`src/rtl/ram_rmw_ctrl.sv`:
```
// ram_rmw_ctrl: byte-addressed load/store front end for a single-port, 1-cycle-latency RAM.
// Partial stores run as read-modify-write. Define RAM_CTRL_RANGE_CHK_EN to reject bad addresses.
module ram_rmw_ctrl #(
  parameter int DEPTH  = 1024,
  parameter int WIDTH  = 32,
  parameter int ADDR_W = 32
) (
  input  logic                     clk,
  input  logic                     rst_n,
  input  logic                     req_valid,
  output logic                     req_ready,
  input  logic                     req_write,
  input  logic [ADDR_W-1:0]        req_addr,
  input  logic [WIDTH-1:0]         req_wdata,
  input  logic [WIDTH/8-1:0]       req_be,
  output logic                     resp_valid,
  input  logic                     resp_ready,
  output logic [WIDTH-1:0]         resp_rdata,
  output logic                     resp_err,
  output logic                     ram_we,
  output logic [$clog2(DEPTH)-1:0] ram_addr,
  output logic [WIDTH-1:0]         ram_wdata,
  input  logic [WIDTH-1:0]         ram_rdata
);
  localparam int BW  = WIDTH / 8;
  localparam int OFF = $clog2(BW);
  localparam int AW  = $clog2(DEPTH);

  typedef enum logic [2:0] {IDLE, RD_ADDR, RD_DATA, WR, RESP} state_e;

  state_e            state_q, state_d;
  logic              write_q;
  logic [WIDTH-1:0]  wdata_q;
  logic [BW-1:0]     be_q;
  logic [WIDTH-1:0]  resp_rdata_q;
  logic              resp_err_q;
  logic              ram_we_q;
  logic [AW-1:0]     ram_addr_q;
  logic [WIDTH-1:0]  ram_wdata_q;
  logic [WIDTH-1:0]  merged;
  logic [AW-1:0]     req_idx;
  logic              req_bad;

  assign req_idx = req_addr[OFF +: AW];

`ifdef RAM_CTRL_RANGE_CHK_EN
  localparam logic [ADDR_W:0]   LIMIT    = (ADDR_W + 1)'(DEPTH * BW);
  localparam logic [ADDR_W-1:0] OFF_MASK = ADDR_W'(BW - 1);
  assign req_bad = ((req_addr & OFF_MASK) != '0) || ({1'b0, req_addr} >= LIMIT);
`else
  // Offset and upper address bits are deliberately dropped: addresses wrap.
  logic unused_addr;
  assign unused_addr = ^req_addr;
  assign req_bad     = 1'b0;
`endif

  always_comb begin
    merged = '0;
    for (int i = 0; i < BW; i++) begin
      merged[8*i +: 8] = be_q[i] ? wdata_q[8*i +: 8] : ram_rdata[8*i +: 8];
    end
  end

  // NOTE: every output of a combinational block gets a default first, so no path infers a latch.
  always_comb begin
    state_d = state_q;
    unique case (state_q)
      IDLE: begin
        if (req_valid) begin
          if (req_bad)          state_d = RESP;
          else if (!req_write)  state_d = RD_ADDR;
          else if (&req_be)     state_d = WR;
          else if (~|req_be)    state_d = RESP;
          else                  state_d = RD_ADDR;
        end
      end
      RD_ADDR: state_d = RD_DATA;
      RD_DATA: state_d = write_q ? WR : RESP;
      WR:      state_d = RESP;
      RESP:    if (resp_ready) state_d = IDLE;
      default: state_d = IDLE;
    endcase
  end

  // NOTE: sequential state uses non-blocking assignments so all registers update from pre-edge values.
  always_ff @(posedge clk or negedge rst_n) begin
    if (!rst_n) begin
      state_q <= IDLE;
    end else begin
      state_q <= state_d;
    end
  end

  always_ff @(posedge clk or negedge rst_n) begin
    if (!rst_n) begin
      write_q      <= 1'b0;
      wdata_q      <= '0;
      be_q         <= '0;
      resp_rdata_q <= '0;
      resp_err_q   <= 1'b0;
      ram_we_q     <= 1'b0;
      ram_addr_q   <= '0;
      ram_wdata_q  <= '0;
    end else begin
      // Registered copy of the WR state decode keeps the strobe glitch-free.
      ram_we_q <= (state_d == WR);
      if (state_q == IDLE && req_valid) begin
        write_q      <= req_write;
        wdata_q      <= req_wdata;
        be_q         <= req_be;
        resp_rdata_q <= '0;
        resp_err_q   <= req_bad;
        if (state_d == RD_ADDR || state_d == WR) ram_addr_q  <= req_idx;
        if (state_d == WR)                       ram_wdata_q <= req_wdata;
      end
      if (state_q == RD_DATA) begin
        if (write_q) ram_wdata_q  <= merged;
        else         resp_rdata_q <= ram_rdata;
      end
    end
  end

  assign req_ready  = (state_q == IDLE);
  assign resp_valid = (state_q == RESP);
  assign resp_rdata = resp_rdata_q;
  assign resp_err   = resp_err_q;
  assign ram_we     = ram_we_q;
  assign ram_addr   = ram_addr_q;
  assign ram_wdata  = ram_wdata_q;

endmodule

```
`config.mk`:
```
export PLATFORM = sky130hd
export DESIGN_NAME = ram_rmw_ctrl
export DESIGN_NICKNAME = d
export VERILOG_FILES = /design/src/rtl/ram_rmw_ctrl.sv
export SDC_FILE = /design/constraint.sdc
export NUM_CORES = 1
export LEC_CHECK = 0
export CAP_MARGIN = 20
export CORE_ASPECT_RATIO = 1.2
export CORE_MARGIN = 10
export CORE_UTILIZATION = 25
export DETAILED_ROUTE_END_ITERATION = 6
export HOLD_SLACK_MARGIN = 0.06
export PLACE_DENSITY = 0.48
export SLEW_MARGIN = 20
export SYNTH_ARGS = -nofsm -noshare
export SYNTH_HDL_FRONTEND = slang
export SYNTH_SLANG_ARGS = --single-unit
```
`constraint.sdc`:
```
create_clock -name clk -period 2.5 [get_ports clk]
set_input_delay 0.25 -clock clk [delete_from_list [all_inputs] [get_ports clk]]
set_output_delay 0.25 -clock clk [all_outputs]
set_load 0.05 [all_outputs]
```
==> tab_implementation.tex <==
\begin{tabular}{lr}
\hline
Metric & Value \\
\hline
\multicolumn{2}{l}{\textbf{Setup path}} \\
\quad Critical-path top delay cell & clkdlybuf4s50\_1 \\
\quad Reg2reg end & ram\_wdata[13]\$\_DFF\_PN0\_ \\
\quad WP data arrival & 2.05 ns \\
\quad Kind of launch point of the worst setup path & flip-flop \\
\quad Endpoint required time on the critical path & 2.25 ns \\
\quad Largest stage delay, worst path & 0.85 ns \\
\quad Critical path depth in cells & 2 \\
\quad Worst Setup End Kind & primary output \\
\quad Top cell family by delay on the critical path & buffers and inverters \\
\quad Worst setup path class & flip-flop to primary output \\
\quad Cells on worst reg2reg path & 4 \\
\quad Reg-to-Reg Start & state\_q[0]\$\_DFF\_PN0\_ \\
\quad Buffers and inverters on the worst path & 1 \\
\quad Max FO, Critical Path & 9 \\
\quad Setup slack, reg-to-reg & 0.48 ns \\
\quad Critical Path Sink & resp\_valid \\
\quad Cell chain of the critical path & nor3b\_1 -> clkdlybuf4s50\_1 \\
\quad Worst setup path start & state\_q[2]\$\_DFF\_PN0\_ \\
\multicolumn{2}{l}{\textbf{Clock network}} \\
\quad Count of hold-fix buffers inserted at cts & 1 \\
\quad Num CTS Buffers & 17 \\
\quad Largest buffer count on any clock path & 2 \\
\quad Cell at the root of the clock tree & clkbuf\_16 \\
\quad CTS tree & built \\
\quad Clock latency at the later pin of the worst-skew pair & 0.41 ns \\
\quad Number of gates resized after cts & 0 \\
\quad Clock tree sinks & 115 \\
\quad Number of buffers added for setup after CTS & 0 \\
\quad H-tree depth & 4 \\
\quad Clock transition at the registers of the reported paths & 0.06 ns \\
\multicolumn{2}{l}{\textbf{Yosys}} \\
\quad Most common library cells after synthesis & dfrtp\_1 (115), nand2\_1 (109), clkbuf\_1 (42), nand4\_1 (34), o31ai\_1 (34) \\
\quad Count of flip-flops with a built-in enable after synthesis & 0 \\
\quad Count of yosys warnings during synthesis & 0 \\
\quad Total nets after synthesis & 607 \\
\quad Avg Synthesized Cell Area & 10.27 um\^{}2 \\
\quad Top cell type's share of synthesized area & 55.81\% \\
\quad Count of cell types in the netlist & 30 \\
\quad Register area share after synthesis & 55.81\% \\
\quad Dominant cell by count in the synthesized netlist & dfrtp\_1 \\
\quad Async set or reset register ratio after synthesis & 100.0\% \\
\quad Library cell occupying the most area in the post-synthesis netlist & dfrtp\_1 \\
\quad Gate Count Post-Synth & 502 \\
\quad Register bit count reported by yosys & 115 \\
\quad Ranking of synthesized cells by area & dfrtp\_1 (56\%), nand2\_1 (7.9\%), a22o\_1 (5.4\%), o31ai\_1 (5.0\%), a211oi\_1 (4.7\%) \\
\quad Post-synth design cell area & 0.005156 mm\^{}2 \\
\quad Most used DFF post-synth & dfrtp\_1 \\
\multicolumn{2}{l}{\textbf{Pwr}} \\
\quad Combinational share of power & 46.5\% \\
\quad Relative contribution of the clock network to total power & 21.9\% \\
\quad Final Power & 10.37 mW \\
\quad Sequential share of power & 31.6\% \\
\quad Internal power component & 5.762 mW \\
\quad Reported leakage power & 3.133 nW \\
\quad Net switching power figure & 4.612 mW \\
\quad Net switching fraction of the power & 44.46\% \\
\quad Pwr/cell area & 1358 mW/mm\^{}2 \\
\quad Largest vdd supply drop & 0.5283 mV \\
\multicolumn{2}{l}{\textbf{Global routing}} \\
\quad Antenna violations before repair & 0 \\
\quad Via count of the first global-routing pass & 4876 \\
\quad Tot GR Track Use & 13.66\% \\
\quad GR Util met2 & 23.02\% \\
\quad Sum of overflow across all layers after global routing & 0 \\
\quad Maximum number of pins on one net before global-route repair & 73 \\
\quad Busiest layer in global routing & met2 \\
\quad Global routing met3 resource utilization & 4.229\% \\
\quad Global-route wire length before repair & 28370 um \\
\quad Global-route met1 utilization & 16.09\% \\
\multicolumn{2}{l}{\textbf{Route}} \\
\quad Via-to-Cell Ratio & 4.965 \\
\quad Post-route DRC violation count & 0 \\
\quad Initial DRT Pass Iterations & 6 \\
\quad Vias post-DR & 4598 \\
\quad ANT nets after route & 0 \\
\quad Drt initial violations & 265 \\
\quad Routed wirelength normalized by instance count & 19.65 um \\
\quad Drt total wl & 18200 um \\
\multicolumn{2}{l}{\textbf{Timing}} \\
\quad Max-slew headroom & 57.78\% \\
\quad Clock skew after layout & 0.007002 ns \\
\quad RSZ-0062 raised after global routing & false \\
\quad Crit path time final & 2.300 ns \\
\quad Number of pins with negative max-slew slack in the final report & 0 \\
\quad Final number of hold-violating endpoints & 0 \\
\quad Peak clock frequency supported by timing & 434.8 MHz \\
\quad Share of the cycle needed by the critical path after routing & 92.01\% \\
\quad Slew at the pin closest to its max-slew limit & 0.6332 ns \\
\quad Final Setup Violations & 0 \\
\quad Aggregate negative setup slack & 0 ns \\
\multicolumn{2}{l}{\textbf{Layout}} \\
\quad Multi-input gate area & 0.002112 mm\^{}2 \\
\quad Area Overhead vs Synth & 48.19\% \\
\quad Fraction of final layout cells sized beyond drive strength 1 & 9.682\% \\
\quad Sequential standard cell area & 0.002878 mm\^{}2 \\
\quad FILL cells & 2044 \\
\quad Ant diodes & 0 \\
\quad Number of nets in the final layout & 754 \\
\multicolumn{2}{l}{\textbf{Floorplan}} \\
\quad Area of the core & 0.02025 mm\^{}2 \\
\quad Number of primary I/O pins & 183 \\
\quad Die area & 0.02679 mm\^{}2 \\
\quad Die boundary height & 177.3 um \\
\quad Placement Rows & 57 \\
\quad Chip Width & 151.1 um \\
\quad Starting density of the core & 25.46\% \\
\multicolumn{2}{l}{\textbf{Status}} \\
\quad Outcome & completed \\
\multicolumn{2}{l}{\textbf{Place}} \\
\quad Post-DP HPWL & 12410 um \\
\quad Placer's final routability congestion estimate & 0.7404 \\
\quad Number of port buffers & 159 \\
\multicolumn{2}{l}{\textbf{Run}} \\
\quad Max Cap Viol & 0 \\
\multicolumn{2}{l}{\textbf{Min path}} \\
\quad Path class of the lowest-slack min-delay path & input port to asynchronous set/reset pin \\
\hline
\end{tabular}
## placed cells by master (no fill, tap or decap)
cell             synthesis  routed
bufinv_16                0       1
conb_1                   1       1
mux2_1                   1       1
o31ai_1                 34      34
and3_1                   1       1
buf_12                   0       3
dlygate4sd3_1            0       1
a22o_1                  32      32
a31oi_4                  1       1
clkbuf_8                 0       2
clkinv_1                 1       1
nand2_1                109     109
nand4bb_4                0       1
o21ai_0                  2       2
o22a_1                   1       1
clkinv_2                 0       5
a211oi_1                32      32
nor2_4                   0       1
clkdlybuf4s50_1          0     157
nor4b_4                  0       2
and4_1                   1       1
nor3_1                   1       1
nand4_1                 34      34
a31oi_1                 33      33
buf_4                    1      16
nor3b_1                  1       1
a21oi_1                  2       2
inv_1                    1       1
nor2b_1                 33      33
or4b_4                   0       1
clkbuf_16                0      17
mux2_2                   9       9
buf_2                    4       1
nor2_1                   3       2
clkbuf_1                42       2
clkinvlp_4               0       4
dfrtp_1                115     115
## kinds of logic after synthesis
kind of cell	synth area share, %
compound gates	20.02
buf+inv	4.101
flops	55.81
mux	2.184
other cells	0.07273
simple gates	17.81
## power groups by stage
stage,logic [mW],registers [mW],clock network [mW]
after floorplan,1.63,4.68,0
after global placement,4.84,3.28,0
after detailed placement,4.89,3.31,0
after CTS,4.90,3.29,2.33
after global routing,5.15,3.39,2.43
final,4.82,3.28,2.27
## per-layer routing
metal	part of all wire, %	wire [um]
met5	0	0
met4	1.3	233
met3	6.7	1227
met2	51	9306
met1	41	7433
## state kept, by name (all words and copies together) (netlist names)
register,cells
state_q,3
be_q,4
ram_wdata,32
resp_rdata,32
write_q,1
ram_addr,10
ram_we,1
wdata_q,32
## worst register-to-register path: cells and delay by family, from the launching register on
family | cells | cell delay (ns)
buffers and inverters | 1 | 0.24
AO/OA/AOI/OAI | 2 | 0.49
flip-flops | 1 | 0.51
AND/OR/NAND/NOR | 1 | 0.63
## stage by stage
| step | setup slack [ns] | utilization (%) | hold slack (ns) | instances | instance area (um^2) |
|---|---|---|---|---|---|
| final | 0.1999 | 37.73 | 0.3439 | 926 | 7641 |
| after CTS | 0.1658 | 37.73 | 0.3535 | 926 | 7641 |
| after detailed placement | 0.3374 | 34.98 | 0.2483 | 894 | 7086 |
| after global routing | 0.1020 | 37.73 | 0.3680 | 926 | 7641 |
| after global placement | 0.3483 | 34.98 | 0.2377 | 894 | 7086 |
| after floorplan | 0.5687 | - | -0.04559 | 502 | 5156 |
## worst min path at each step
stage | from | endpoint | slack [ns] | depth (start not counted)
finish | rst_n | resp_rdata[7]$_DFF_PN0_ | 0.34 | 2
global route | rst_n | resp_rdata[7]$_DFF_PN0_ | 0.37 | 2
CTS | rst_n | resp_rdata[7]$_DFF_PN0_ | 0.35 | 2
detailed placement | rst_n | resp_rdata[7]$_DFF_PN0_ | 0.25 | 1
global placement | rst_n | resp_rdata[7]$_DFF_PN0_ | 0.24 | 1
floorplan | rst_n | be_q[0]$_DFFE_PN0P_ | -0.05 | 0
## final cells by class
| cell class | count | share of cell area [%] |
|---|---|---|
| clock inverter | 10 | 1.113 |
| sequential | 115 | 37.66 |
| multi-input combinational | 335 | 27.64 |
| clock buffer | 21 | 6.026 |
| inverter | 2 | 0.09825 |
| tap | 265 | 4.339 |
| timing repair buffer | 178 | 23.12 |
Power figures use the tool's default switching activity.
